[config.mk]
export PLATFORM = sky130hd
export DESIGN_NAME = db_target_pc_gen
export DESIGN_NICKNAME = d
export VERILOG_FILES = /design/src/rtl/db_target_pc_gen.sv
export SDC_FILE = /design/constraint.sdc
export NUM_CORES = 1
export LEC_CHECK = 0
export CORE_MARGIN = 2
export CORE_UTILIZATION = 52
export CTS_CLUSTER_DIAMETER = 40
export DETAILED_ROUTE_END_ITERATION = 10
export GPL_ROUTABILITY_DRIVEN = 0
export PLACE_DENSITY = 0.77
export SLEW_MARGIN = 5
export SYNTH_ARGS = -nofsm -noshare
export SYNTH_HDL_FRONTEND = slang
export SYNTH_SLANG_ARGS = --single-unit
export TNS_END_PERCENT = 30
[constraint.sdc]
create_clock -name clk -period 2.7 [get_ports clk]
set_input_delay 0.405 -clock clk [delete_from_list [all_inputs] [get_ports clk]]
set_output_delay 0.405 -clock clk [all_outputs]
set_load 0.03 [all_outputs]
[src/rtl/db_target_pc_gen.sv]
// db_target_pc_gen: emulated PC with step prescaler and wrap; breakpoint compare
// when DB_TARGET_BKPT_EN is defined.
module db_target_pc_gen #(
  parameter int MEM_WORDS      = 4096,
  parameter int PC_STEP_CYCLES = 50000
) (
  input  logic        clk,
  input  logic        rst_n,
  input  logic        paused,
  input  logic        pc_clear,
`ifdef DB_TARGET_BKPT_EN
  input  logic        bkpt_en,
  input  logic [31:0] bkpt_addr,
  output logic        bkpt_trig,
  output logic        bkpt_hit,
`endif
  output logic [31:0] pc
);
  localparam logic [31:0] STEP_LAST = 32'(PC_STEP_CYCLES - 1);
  localparam logic [31:0] PC_LAST   = 32'(4 * MEM_WORDS - 4);
  logic [31:0] step_q, step_d, pc_q, pc_d, pc_inc;
  logic        step_pulse;
  always_comb begin
    step_pulse = !paused && !pc_clear && step_q == STEP_LAST;
    pc_inc     = (pc_q == PC_LAST) ? '0 : pc_q + 32'd4;
    step_d     = (pc_clear || step_pulse) ? '0 : paused ? step_q : step_q + 32'd1;
    pc_d       = pc_clear ? '0 : step_pulse ? pc_inc : pc_q;
  end
  always_ff @(posedge clk or negedge rst_n) begin
    if (!rst_n) begin
      step_q <= '0;
      pc_q   <= '0;
    end else begin
      step_q <= step_d;
      pc_q   <= pc_d;
    end
  end
`ifdef DB_TARGET_BKPT_EN
  logic hit_q;
  assign bkpt_trig = step_pulse && bkpt_en && pc_inc == bkpt_addr;
  always_ff @(posedge clk or negedge rst_n) begin
    if (!rst_n) hit_q <= 1'b0;
    else hit_q <= bkpt_trig;
  end
  assign bkpt_hit = hit_q;
`endif
  assign pc = pc_q;
endmodule

* Yosys cells after proc, flatten, opt, wreduce, memory -nomap -nowiden *
Cells that the tools add are included.

storage, ports and cells
  flip-flop bits (word level) = 64
  input port bits = 4
  output and inout bits = 32
  logic and storage cells = 18

operators by class
  add/sub/neg operators = 2
  equality and inequality tests = 3
  muxes and demuxes = 5
  reduce and logical (&&, ||, !) cells = 6

operator list
  operator                                                                  number
  32-bit two-way mux                                                        5
  32-bit by 1-bit adder with 32-bit output (second input constant)          1
  32-bit by 3-bit adder with 32-bit output (second input constant)          1
  32-bit by 14-bit equality test with 1-bit output (second input constant)  1
  32-bit by 16-bit equality test with 1-bit output (second input constant)  1
  1-bit logical AND                                                         2
  1-bit zero test                                                           2
  2-bit by 1-bit inequality test with 1-bit output (second input constant)  1
  2-bit nonzero test                                                        1
  1-bit logical OR                                                          1

* Longest topological paths before layout *
  word-level depth = 5
  mapped depth = 8
  mapped depth without buffers = 6

* Worst setup path before layout *
OpenSTA, ideal clock, no wires.

  path kind = register -> register
  start point = register pc_q[2] (netlist: pc[2])
  end point = register pc_q[25] (netlist: pc[25])
  setup time = 0.125 ns
  arrival = 2.599 ns
  required time = 2.575 ns
  setup slack = -0.024 ns
  cell stages (with the launch flop) = 9
  buffers on the path = 2
  period minus slack after synthesis = 2.724 ns
  cell sequence = dfrtp_1 ha_1 or4b_1 or4_4 o41ai_4 buf_6 buf_12 nor2_1 mux2_2

between the ends
  longest elaborated chain between the ends = 4
  elaborated cells between the ends (all ways) = 5
  those cells by class = add/sub (1); eq/ne (1); mux (3)

RTL lines
  element                                                                                                              RTL line  text
  start, declared                                                                                                      21        logic [31:0] step_q, step_d, pc_q, pc_d, pc_inc;
  start signal, assigned                                                                                               35        pc_q <= pc_d;
  32-bit by 3-bit adder with 32-bit output / 32-bit by 14-bit equality test with 1-bit output (equally long branches)  25        pc_inc = (pc_q == PC_LAST) ? '0 : pc_q + 32'd4;
  32-bit two-way mux (*)                                                                                               25
  32-bit two-way mux (*) (2 in series)                                                                                 27        pc_d = pc_clear ? '0 : step_pulse ? pc_inc : pc_q;

Mark *: on every way between the ends. The rest lies on a longest branch, timed or not. The select of a mux whose other input is x is not followed.
A chain may end at the register's enable or synchronous reset.

* Final worst setup path *
  start point = register pc_q[2] (netlist: pc[2])
  end point = register pc_q[2] (netlist: pc[2])

The elaborated chain is that of the path after synthesis.

==> flow_summary.yaml <==
status:
  outcome: "finished, final reports clean"
detailed_routing:
  vias: 3224
  drc: 0
  routed_wl_mm: 8.76
  drtIter0Drc: 230
  wirelength_met1_mm: 3.96
  wl_met2_mm: 4.19
  route.met3.wl_microns: 413
  firstDrtPassIters: 4
  via_per_inst: 6.14
  antenna_left: 0
  wl_per_cell_microns: 16.7
  top_layer: "met4"
placed_design:
  dp.final_hpwl_mm: 6.28
  portBuffers: 33
  dp_cells: 511
  placed_area_sq_um: 4110
timing:
  finalMaxSlewViolations: 0
  worstMarginPinSlew_ns: 0.788
  setup_tns_ns: 0
  whs_ns: 0.0108
  hold_viol: 0
  fmax_mhz: 398
  slew_headroom_pct: 47.2
  rsz0062_at_grt: "no"
  finalCritPeriodShare_pct: 93.1
  clock_skew_ns: 0.0125
  fin_crit_ns: 2.51
  setup_viol: 0
power:
  power_switching_uw: 435
  clkPwrFrac_pct: 40.7
  combPwrFrac_pct: 7.1
  leakagePower_nw: 1.73
  switching_share_pct: 24.0
  vdd_drop_max_uv: 286
  p_int_mw: 1.38
  power_per_cell_area_nw_per_um2: 424
  pwr-share-seq_pct: 52.2
worst_setup_path:
  r2r-start: "pc[2]"
  start_kind: "flip-flop"
  required_ns: 2.90
  r2r_slack_ns: 0.19
  critPathKind: "flip-flop to flip-flop"
  crit_fanout: 8
  endpoint_kind: "flip-flop"
  arrival_ns: 2.71
  startpoint: "pc[2]"
logic_synthesis:
  synth_common_cells: "dfrtp_1 (62), nor2_1 (44), nand3_1 (26), nand4_1 (26), nand2_1 (24)"
  synth.avg_cell_area_sq_um: 9.19
  synth.distinct_cells: 52
  synth_ff_type: "dfrtp_1"
  yosys_warnings: 0
  synth_top_area_share_pct: 43.3
  synth_seq_area_share_pct: 43.3
  synth_edf_count: 0
  async_flop_share_pct: 100
  synth_area_leaders: "dfrtp_1 (43%), nor2_1 (4.6%), nand4_1 (4.5%)"
  synth.most_common_cell: "dfrtp_1"
  synth_area_sq_um: 3580
  synth_cells: 390
  synth-seq-cells: 62
  yosysTopAreaCell: "dfrtp_1"
clocking:
  numClockSinks: 62
  cts_inserted_buffers: 9
  clock_latency_ns: 0.34
  cts_resized: 0
  cts-root-buf: "clkbuf_8"
  post_cts_buffers: 0
  h-tree-depth: 3
  cts_tree: "yes"
  clk_pin_slew_ns: 0.07
  cts_buffer_depth: 2
  cts_hold_buf: 0
grt:
  grt_max_degree: 22
  antenna_found_initial: 0
  grt_pass1_wl_mm: 14.8
  grt_pass1_vias: 3153
  grt_usage_pct: 24.7
  overflow: 0
floorplan:
  die_w_microns: 87
  io_pins: 36
  std_cell_rows: 30
  die_area_sq_um: 7570
  initial_core_util_pct: 53.3
  chipHeight_microns: 87
  core-area_sq_um: 6720
cells_and_area:
  layout-drive-gt1-share_pct: 11.0
  design_area_sq_um: 4280
  n_fill_cell: 552
  postLayoutCoreUtil_pct: 63.8
  num-nets-final: 449
  instances_no_fill: 525
  syn_to_final_growth_pct: 19.6
  diodes: 0
worst_hold_path:
  min_path_type: "input port to async pin"
flow_run:
  maxCapViolations: 0
-- through the flow --
| stage | total power, mW | setup slack (ns) |
|---|---|---|
| CTS | 1.83 | 0.193 |
| detailed placement | 1.10 | 0.169 |
| global route | 1.89 | 0.106 |
| finish | 1.82 | 0.187 |
| floorplan | 1.04 | 0.105 |
| global placement | 1.09 | 0.245 |
-- critical path, stage by stage (launching register included) --
cell and delay [ns]:
dfrtp_2 0.36, ha_1 0.14, or4b_1 0.44, or4_4 0.58, o41a_1 0.35, buf_4 0.19
nand2_1 0.19, o21ai_0 0.14
-- flip-flops by register name, summed over array words and instances, names as in the netlist --
signal and cells:
pc 30, step_q 32
-- metal layers --
layer	GRT usage (%)	up-vias
li1	-	1551
met1	33.3	1554
met2	39.3	101
met3	3.41	18
met4	11.2	0
met5	0	-
-- cell families (layout without fill, tap and decap cells) --
group / after synthesis / in the layout / synth area share (%)
simple gates: 197 / 197 / 29.9
mux: 9 / 9 / 2.58
compound gates: 56 / 56 / 11.2
flops: 62 / 62 / 43.3
xor+xnor: 31 / 31 / 7.58
other cells: 1 / 2 / 0.105
buf+inv: 31 / 85 / 4.30
fa+ha+maj: 3 / 3 / 1.05
-- final cells by class --
| type | count | area, sq um | share of cell area (%) |
|---|---|---|---|
| Multi-Input combinational cell | 298 | 1890 | 44.2 |
| Sequential cell | 62 | 1550 | 36.3 |
| Clock inverter | 1 | 5.00 | 0.117 |
| Timing Repair Buffer | 58 | 513 | 12.0 |
| Clock buffer | 13 | 169 | 3.94 |
| Tap cell | 80 | 100 | 2.34 |
| Inverter | 13 | 48.8 | 1.14 |
-- final timing paths --
path / end / cells past startpoint
worst min register to register: step_q[9] / 2
max in group asynchronous: pc[27] / 2
worst min-delay path: pc[14] / 1
min in group clk: step_q[9] / 2
worst max register to register: pc[2] / 7
worst max-delay path: pc[2] / 7
-- power groups by stage --
stage / clock network [mW] / registers (mW) / logic, mW
6_report: 0.739 / 0.948 / 0.130
4_1_cts: 0.748 / 0.948 / 0.131
5_1_grt: 0.795 / 0.949 / 0.144
3_5_place_dp: 0 / 0.965 / 0.131
2_1_floorplan: 0 / 0.973 / 0.0680
3_3_place_gp: 0 / 0.965 / 0.127
-- layout by cell type (no fill, tap or decap), drive strengths merged, types with 13 or more instances in the layout --
cell and count:
buf 26, clkbuf 13, clkdlybuf4s50 32, dfrtp 62, inv 13, nand2 24, nand3 26, nand4 26
nor2 44, nor4 20, o21ai 14, xnor2 17, xor2 14
Note: power is estimated with default switching activity, not from simulation.
